**src/rtl/nand_gate.sv**
```systemverilog
// rtl/nand_gate.sv - bitwise 2-input NAND with registered copy, self-check and truth-table coverage
module nand_gate #(
    parameter int WIDTH   = 1,
    parameter bit REG_OUT = 1'b1
) (
    input  logic               clk,
    input  logic               reset,
    input  logic [WIDTH-1:0]   a,
    input  logic [WIDTH-1:0]   b,
    output logic [WIDTH-1:0]   out,
    output logic [WIDTH-1:0]   out_q,
    output logic [4*WIDTH-1:0] seen,
    output logic               cov_full,
    output logic               mismatch
);

    // Functional gate: never clocked, never gated, unaffected by reset
    assign out = ~(a & b);

    logic [4*WIDTH-1:0] w_hit;
    logic [4*WIDTH-1:0] r_seen;

    // One-hot decode of the {a,b} combination present on each lane
    genvar g;
    generate
        for (g = 0; g < WIDTH; g++) begin : g_hit
            assign w_hit[g*4 + 0] = ~a[g] & ~b[g];
            assign w_hit[g*4 + 1] = ~a[g] &  b[g];
            assign w_hit[g*4 + 2] =  a[g] & ~b[g];
            assign w_hit[g*4 + 3] =  a[g] &  b[g];
        end
    endgenerate

    // Sticky coverage accumulation; reset wins over a same-cycle set
    always_ff @(posedge clk) begin
        if (reset) begin
            r_seen <= '0;
        end else begin
            r_seen <= r_seen | w_hit;
        end
    end

    assign seen     = r_seen;
    assign cov_full = &r_seen;

    generate
        if (REG_OUT) begin : g_reg
            logic [WIDTH-1:0] r_out_q;
            logic [WIDTH-1:0] r_chk;
            logic             r_mismatch;

            // Registered copy of out; all-ones is the NAND of idle 00 inputs
            always_ff @(posedge clk) begin
                if (reset) begin
                    r_out_q <= '1;
                end else begin
                    r_out_q <= out;
                end
            end

            // Reference register built through De Morgan so it does not share the out path
            always_ff @(posedge clk) begin
                if (reset) begin
                    r_chk <= '1;
                end else begin
                    r_chk <= ~a | ~b;
                end
            end

            // Sticky flag raised on any disagreement between out_q and the reference
            always_ff @(posedge clk) begin
                if (reset) begin
                    r_mismatch <= 1'b0;
                end else if (r_out_q != r_chk) begin
                    r_mismatch <= 1'b1;
                end
            end

            assign out_q    = r_out_q;
            assign mismatch = r_mismatch;
        end else begin : g_noreg
            assign out_q    = '1;
            assign mismatch = 1'b0;
        end
    endgenerate

endmodule

```
**config.mk**
```make
export PLATFORM = sky130hd
export DESIGN_NAME = nand_gate
export DESIGN_NICKNAME = d
export VERILOG_FILES = /design/src/rtl/nand_gate.sv
export SDC_FILE = /design/constraint.sdc
export NUM_CORES = 1
export LEC_CHECK = 0
export CAP_MARGIN = 0
export CELL_PAD_IN_SITES_DETAIL_PLACEMENT = 0
export CELL_PAD_IN_SITES_GLOBAL_PLACEMENT = 1
export CORE_AREA = 5 5 42 44
export CTS_CLUSTER_DIAMETER = 80
export DETAILED_ROUTE_END_ITERATION = 12
export DIE_AREA = 0 0 47 49
export PLACE_DENSITY_LB_ADDON = 0.05
export SYNTH_ARGS = -nofsm -noshare
export SYNTH_HDL_FRONTEND = slang
export SYNTH_SLANG_ARGS = --single-unit
```
**constraint.sdc**
```tcl
create_clock -name clk -period 0.8 [get_ports clk]
set_input_delay 0.08 -clock clk [delete_from_list [all_inputs] [get_ports clk]]
set_output_delay 0.08 -clock clk [all_outputs]
set_load 0.01 [all_outputs]
```
After elaboration in Yosys (flattened, before gate mapping). Index checks and enable logic that the tools add are counted.

Bits in registers: 7. Input bits: 4. Output and inout port bits: 8. Logic and storage cells: 15.

Equal/unequal tests: 1. Bitwise logic cells: 9. Reduce and logical (&&, ||, !) cells: 1.

Operator list (count): $and 1x1->1 (4); $or 4x4->4 (1); $reduce_and 4->1 (1); $not 1->1 (3); $ne 1x1->1 (1); $or 1x1->1 (1).

Logic depth before layout (Yosys ltp). Gate-level depths: netlist of run 1.

Depth after elaboration: 3. Depth in mapped cells: 2. Mapped depth without buffers: 2.

Worst setup path before layout of run 1. OpenSTA, ideal clock, no wires.

Path type: register to output. From: register r_seen[1], in the netlist seen[1]. To: output port cov_full. Data arrival time: 730 ps. Data required time: 720 ps. Slack: -10 ps. Cell stages (with the launch flop): 3. Path buffers: 0. Cells stage by stage: dfxtp_1 > inv_1 > nor3_1.

Cells in the longest elaborated chain, start to end: 1.

Ends and longest elaborated chain: from (decl) (RTL line 21) `logic [4*WIDTH-1:0] r_seen;`; from (signal assigned) (RTL line 39) `r_seen <= r_seen | w_hit;`; $reduce_and 4->1 (RTL line 44) `assign cov_full = &r_seen;`; to (decl) (RTL line 13) `output logic cov_full,`.

No other way between the ends.

Worst setup path in the final report of run 1. Ends and elaborated chain as after synthesis.

==> reports/metrics.csv, run 1 <==
stage,metric,value,unit
die,io pins,12,
yosys,Ys Warns,0,
die,core area,0.00140,mm^2
run_status,violated checks,negative setup slack,
global_route,overall overflow remaining after global route,0,
clock_tree,TritonCTS clock tree,yes,
clock_tree,CTS clock-pin slew for the worst setup and hold paths,0.04,ns
clock_tree,CTS root buffer,clkbuf_4,
placement,Port Buf Inserts,10,
global_route,largest net degree at the start of global routing,5,
drt,Remaining DRCs,0,
global_route,GR Util met1,0.0618,
worst_setup_path,Critical Path Sink Type,primary output,
yosys,Syn Inst Count,21,
cells_and_area,area grow syn2layout,116,%
worst_setup_path,CP max stage cell,dfxtp_2,
die,Die H,49,um
placement,cell count after placement,54,
worst_setup_path,CP bufs+invs,2,
sta,Fin. Hold Viols,0,
global_route,gr busiest metal,met2,
die,die width,47,um
yosys,Yosys cell types,12,
yosys,Mapped Area,185,um^2
die,row cnt,14,
global_route,vias in the first global route,244,
worst_setup_path,element type at the critical path start,flip-flop,
cells_and_area,Layout Cells excl Fill,59,
worst_setup_path,CP max FO,2,
drt,via count,212,
sta,Setup TNS Final,-0.466,ns
cells_and_area,most frequent cells in the layout,"buf_6 (6), buf_4 (6), buf_2 (4)",
global_route,initial antenna violation count,0,
drt,drt first pass iters,1,
placement,Routability Congestion,0.640,
cells_and_area,# fillers,173,
drt,Vias/cell,3.59,
sta,final worst-path cycle share,1.23,
sta,RSZ-0062 raised after global routing,yes,
clock_tree,worst-skew pair later-pin latency,0.24,ns
drt,WL final,542,um
clock_tree,clock buffer depth,2,
global_route,global-route wire length before repair,979,um
sta,Finish-stage setup viols,4,
clock_tree,H-Tree Depth,1,
drt,Detailed Route Iter0 Violations,0,
sta,clk_skew,0,ns
worst_setup_path,CP arrival,0.90,ns
run_status,outcome,finished with violations,
cells_and_area,final net count,48,
drt,drt wl/cell,9.19,um
global_route,M2 GR Usage,0.0905,
die,initial core utilization,0.132,
cells_and_area,Finished Core Util,0.285,
worst_setup_path,CP top delay family,flip-flops,
sta,FMAX,1020,MHz
worst_setup_path,WS Path Type,flip-flop to primary output,
global_route,met3 GRT Util,0.0406,
cells_and_area,share of layout cells above drive strength 1,0.605,
cells_and_area,Ant. Diodes,0,
job,Max-Cap Viols,0,
sta,Slew Limit Fails,0,
yosys,register area share after synthesis,0.541,
die,DIE AREA,0.00230,mm^2
worst_setup_path,crit path cell chain,inv_2 > nor3_2 > buf_2,
min_path,Hold WC Path Type,input port to flip-flop,
yosys,Mapped Nets,25,
worst_setup_path,Required @ worst endpoint,0.72,ns
placement,post-place setup slack,-0.404,ns
global_route,Total Routing Usage GR,0.0642,
worst_setup_path,max incr delay on CP,0.33,ns
clock_tree,TritonCTS buffer count,3,
sta,post-route minimum period,0.981,ns
power_and_ir_drop,maximum VDD drop,547,uV
drt,Antenna Violating Nets Remaining,0,
yosys,number of synthesized register bits,5,
clock_tree,Sink Count,5,
power_and_ir_drop,Pwr Density,1790,mW/mm^2
clock_tree,hold_buf cts,0,
yosys,syn avg cell area,8.82,um^2
sta,Worst Slack Setup Final,-0.181,ns
power_and_ir_drop,Leak Pwr,0.185,nW
## flip-flops by register name, summed over array words and instances, names as in the netlist
register  count
out_q         1
seen          4
## layout make-up
class	instances	area, um^2	area share
Clock buffer	4	26.3	0.0658
Inverter	2	7.51	0.0188
Multi-Input combinational cell	13	81.3	0.204
Sequential cell	5	104	0.260
Tap cell	16	20.0	0.0502
Timing Repair Buffer	19	160	0.401
## through the flow
step | area [um^2] | power, mW | hold WS [ns]
floorplan | 190 | 0.318 | 0.149
global placement | 363 | 0.413 | 0.557
detailed placement | 363 | 0.415 | 0.566
CTS | 393 | 0.729 | 0.255
global route | 399 | 0.759 | 0.280
finish | 399 | 0.713 | 0.257
## cell families (layout without fill, tap and decap cells)
family                 Yosys count  after routing  synth area share
AO/OA/AOI/OAI                    4              4             0.135
flip-flops                       5              5             0.541
buffers and inverters            3             25            0.0811
other                            1              1            0.0203
AND/OR/NAND/NOR                  8              8             0.223
## power by group
part           switching (mW)  internal, mW
sequential            0.00820         0.268
clock                   0.103         0.189
combinational          0.0537        0.0906
total                   0.165         0.547
## cells in the mapped netlist (all sizes together)
library cell	count	share of area
inv	2	0.041
nor2	2	0.041
dfxtp	5	0.54
or2	1	0.034
nor3	1	0.027
buf	1	0.041
conb	1	0.020
nand2	2	0.054
nand2b	2	0.068
o21ba	1	0.054
a21oi	3	0.081
## what timing repair did
item,in CTS,in global routing
endpoints found under the setup margin,7,5
setup buffers,1,1
endpoints found under the hold margin,0,0
resized for setup,40,2
## path summary, 6_finish.rpt
| check | start | endpoint | slack (ns) | cells after the start |
|---|---|---|---|---|
| worst max-delay path | seen[1] | cov_full | -0.18 | 3 |
| worst min-delay path | b | out_q | 0.26 | 3 |
| worst max register to register | seen[0] | seen[0] | 0.04 | 3 |
| worst min register to register | seen[1] | seen[1] | 0.54 | 3 |
## layer usage
metal | part of all wire | vias to the layer above
met1 | 0.36 | 92
met4 | 0.028 | 0
met5 | 0 | -
li1 | - | 108
met2 | 0.48 | 10
met3 | 0.12 | 2
## tightest hold or removal path, cell delays in order
cell and delay [ns]:
dlygate4sd2_1 0.25, nand2_2 0.05, or2_1 0.08
(Power assumes the default switching activity.)
==> run 2, diff against run 1 <==
- GPL_ROUTABILITY_DRIVEN: default -> 1
==> results of run 2 <==
Final layout, timing and power as in run 1 (identical DEF).
==> RTL edit 1: new RTL, settings of run 1 <==
Reset style: asynchronous (`reset`), changed in 4 clocked blocks.
--- a/src/rtl/nand_gate.sv
+++ b/src/rtl/nand_gate.sv
@@ -33,5 +33,5 @@
 
     // Sticky coverage accumulation; reset wins over a same-cycle set
-    always_ff @(posedge clk) begin
+    always_ff @(posedge clk or posedge reset) begin
         if (reset) begin
             r_seen <= '0;
@@ -51,5 +51,5 @@
 
             // Registered copy of out; all-ones is the NAND of idle 00 inputs
-            always_ff @(posedge clk) begin
+            always_ff @(posedge clk or posedge reset) begin
                 if (reset) begin
                     r_out_q <= '1;
@@ -60,5 +60,5 @@
 
             // Reference register built through De Morgan so it does not share the out path
-            always_ff @(posedge clk) begin
+            always_ff @(posedge clk or posedge reset) begin
                 if (reset) begin
                     r_chk <= '1;
@@ -69,5 +69,5 @@
 
             // Sticky flag raised on any disagreement between out_q and the reference
-            always_ff @(posedge clk) begin
+            always_ff @(posedge clk or posedge reset) begin
                 if (reset) begin
                     r_mismatch <= 1'b0;
Behaviour: differs if reset is asserted again (counterexample within 4 cycles, from zero or initial values and one cycle with reset high); with reset held inactive, the same outputs for 10 cycles.
==> RTL edit 1 against run 1 <==
The flow still finishes with violations (setup timing); routed wire length decreased by 12%; sequential cell count unchanged; synthesized area increased by 0.68%; worst setup slack got worse by 21 ps; hold slack got worse by 210 ps; final area decreased by 8.5%; critical path type unchanged.
Power is not compared: it rests on default switching activity, and its combinational part moved more than twofold at a synthesized area within 25%.
==> RTL edit 1: results (changes against run 1) <==
Synthesis
  • Main flop type after synthesis: dfrtp_1
  • Register area share after synthesis: 67.8% (+14 points)
  • Asr flop ratio synth: 100% (+100 points)
  • Synthesized area per cell: 12.4 um2 (+41%)
  • Netlist cell types: 10 (-2)
  • Syn nets: 19 (-24%)
  • Post-synthesis compound-gate area fraction: 12.1% (-1.4 points)

Timing
  • # setup viols final: 6 (+2)
  • Final Worst Setup Slack: -202 ps (-21.0 ps)

Layout
  • # fillers: 160 (-7.5%)
  • Final cell count without fillers: 51 (-14%)
  • Area of the multi-input gates: 45.0 um2 (-45%)
  • Nets@finish: 40 (-17%)

Outcome
  • Failing checks: setup timing
  • Status: complete, but fails checks

Global route
  • First-pass GRT wire length: 779 um (-20%)
  • Largest net degree at the start of global routing: 6 (+1)
  • Gr usage total: 5.37% (-1.0 points)

Route
  • Total wire length: 477 um (-12%)
  • Vias/cell: 3.47 (-3.4%)

Placement
  • Cell Count Post-Placement: 46 (-15%)
  • DP Area: 344 um2 (-5.2%)

Setup path
  • WP data arrival: 920 ps (+20 ps)
  • R2r startpoint: seen[0]
  • Setup crit start: seen[2]
  • Largest stage delay on the critical path: 360 ps (+30 ps)
  • Worst path slowest cell: dfrtp_1

Hold path
  • Worst min path class: in2async
## RTL edit 1: timing repair
action / in CTS / in global routing
buffers inserted: 1 / 0
setup endpoints to repair: 7 / 8
pin swaps: 2 / 0
resized for setup: 34 / 0
## RTL edit 1: cell families (layout without fill, tap and decap cells)
logic type | count (synthesis) | in the layout
flops | 5 | 5
compound gates | 3 | 3
simple gates | 3 | 3
buf+inv | 3 | 23
other cells | 1 | 1
## RTL edit 1: layer usage
metal | global-route usage (%) | up-vias | share of wire, %
met3 | 5.54 | 0 | 12
met2 | 6.79 | 9 | 47
li1 | - | 85 | -
met5 | 0 | - | 0
met1 | 5.56 | 83 | 41
met4 | 2.76 | 0 | 0
## RTL edit 1: metrics by stage
step	setup slack (ps)	total power, W	hold slack [ps]	setup TNS, ps
detailed placement	-432	0.000317	304	-2470
finish	-202	0.000603	51.6	-776
global placement	-416	0.000317	304	-2420
CTS	-214	0.000616	52.7	-853
global route	-265	0.000649	59.5	-1110
floorplan	81.5	0.000279	-142	0
## RTL edit 1: critical path: cells and delay by family, from the launching register on
family / cells / cell delay (ps)
flops: 1 / 360
simple gates: 1 / 190
buf+inv: 1 / 130
## RTL edit 1: path summary, 6_finish.rpt
path / end / slack (ps) / depth (start not counted)
hold / removal: seen[1] / 50 / 2
setup / recovery: cov_full / -200 / 2
min in group clk: seen[0] / 270 / 3
setup reg to reg: seen[0] / 30 / 2
hold reg to reg: seen[3] / 490 / 1
max in group asynchronous: g_reg.r_chk / 490 / 2
## RTL edit 1: final cells by class
class	instances	share of cell area (%)
Clock buffer	4	7.19
Inverter	2	2.05
Multi-Input combinational cell	7	12.3
Sequential cell	5	34.6
Tap cell	16	5.48
Timing Repair Buffer	17	38.4
## RTL edit 1: power by group
part | internal [W] | switching, W | total [W] | leakage (nW)
registers | 0.000258 | 0.00000107 | 0.000259 | 0.0455
logic | 0.0000289 | 0.0000231 | 0.0000520 | 0.106
clock network | 0.000189 | 0.000103 | 0.000292 | 0.0150
==> RTL edit 2: new RTL, settings of run 1 <==
Made on the original files. The parameter `REG_OUT` goes from 1'b1 to 1'b0.
--- a/src/rtl/nand_gate.sv
+++ b/src/rtl/nand_gate.sv
@@ -2,5 +2,5 @@
 module nand_gate #(
     parameter int WIDTH   = 1,
-    parameter bit REG_OUT = 1'b1
+    parameter bit REG_OUT = 1'b0
 ) (
     input  logic               clk,
Behaviour: not the same (a bounded check fails within 4 cycles, from zero or initial values and one cycle with reset high).
==> RTL edit 2 against run 1 <==
The flow still finishes with violations (setup timing); power shrank 17%; final area shrank 15%; hold slack gained 110 ps; sequential cell count shrank 1; synthesized area shrank 9.5%; worst setup slack gained 48 ps; sequential share of layout area shrank 0.93 points; routed wire length shrank 9.2%; critical path type unchanged.
==> RTL edit 2: results (changes against run 1) <==
Outcome
  • Failing checks: setup timing
  • Status: complete, but fails checks

Synthesis
  • Ranking of synthesized cells by area: dfxtp_1 48%, a21oi_1 9.0%, buf_4 9.0%
  • Commonest cells in the netlist: 4 x dfxtp_1, 3 x a21oi_1
  • Post-synth EDFFs: 0 (unchanged)
  • Post-synthesis compound-gate area fraction: 14.9% (+1.4 points)
  • Syn nets: 24 (-4.0%)
  • Register area share after synthesis: 47.8% (-6.3 points)
  • Netlist cell types: 10 (-2)

CTS
  • Post-CTS Setup Inserts: 0 (-1)

Global route
  • First-pass GRT wire length: 662 um (-32%)
  • Number of global-route vias before repair: 165 (-32%)
  • Gr usage total: 4.58% (-1.8 points)

Placement
  • Port-buffer cells: 9 (-1)
  • GPL Wtd Cong: 0.649 (+1.4%)

Route
  • Drt first pass iters: 3 (+2)
  • Vias/cell: 3.21 (-11%)
  • Total wire length: 492 um (-9.2%)
  • Initial drt markers: 1 (+1)

Setup path
  • Worst path slowest cell: dfxtp_2
  • Setup slack, reg-to-reg: 20 ps (-20 ps)
  • WP data arrival: 850 ps (-50 ps)
  • FF-to-FF End: seen[0]
  • Largest stage delay on the critical path: 310 ps (-20 ps)

Pwr
  • Worst VDD drop: 0.000565 V (+3.4%)
  • Leakage power: 0.164 nW (-11%)

Timing
  • Hold_ws: 364 ps (+107 ps)
  • Final Worst Setup Slack: -133 ps (+47.9 ps)
  • # setup viols final: 5 (+1)
  • Final setup TNS: -304 ps (+162 ps)

Layout
  • Share of layout cells above drive strength 1: 52.8% (-7.7 points)
  • Nets@finish: 42 (-13%)

Hold path
  • Hold endpoint: seen[3]
  • Hold path cells: 4 (+1)
==> RTL edit 2: kinds of logic after synthesis <==
group	count (synthesis)
buffers and inverters	4
flip-flops	4
AO/OA/AOI/OAI	4
AND/OR/NAND/NOR	6
other	2
==> RTL edit 2: worst max path at each step <==
stage               endpoint  slack, ps  depth (start not counted)
floorplan           cov_full        100                          1
finish              cov_full       -130                          2
global route        cov_full       -170                          2
CTS                 cov_full       -150                          2
global placement         out       -380                          3
detailed placement       out       -390                          3
==> RTL edit 2: layout make-up <==
class                   count  area, um2
fillers                   171       1060
repair buffers             15        139
flip-flops and latches      4       85.1
multi-input cells          12       65.1
clock buffers               3       22.5
well taps                  16       20.0
inverters                   2       7.51
==> RTL edit 2: stage by stage <==
stage	total power, W	util [%]	worst slack [ps]	instance area, um2	instances
after floorplan	0.000264	-	104	168	20
after global placement	0.000343	22.0	-375	308	49
after detailed placement	0.000343	22.0	-392	308	49
after CTS	0.000609	23.9	-146	335	52
after global routing	0.000625	24.2	-168	339	52
final	0.000592	24.2	-133	339	52
==> RTL edit 2: power breakdown <==
part	internal (W)	switching, W	leakage, nW
sequential	0.000217	0.00000801	0.0344
combinational	0.0000753	0.0000468	0.116
clock	0.000167	0.0000775	0.0138
==> RTL edit 2: repair_timing <==
item                       4_1_cts  5_1_grt
setup endpoints to repair        6        6
gates resized for setup         36        1
pin swaps                        1        0
gates cloned                     0        0
==> RTL edit 2: layer usage <==
metal / global-route usage (%) / wire length [um] / vias to the layer above
met5: 0 / 0 / -
met4: 6.91 / 0 / 0
met3: 1.11 / 35 / 0
met2: 6.33 / 278 / 5
met1: 4.19 / 178 / 71
li1: - / - / 91
==> RTL edit 2: worst min-delay path, delay by kind of cell <==
kind            cells  cell delay (ps)
compound gates      1               70
buf+inv             2              330
simple gates        1               70
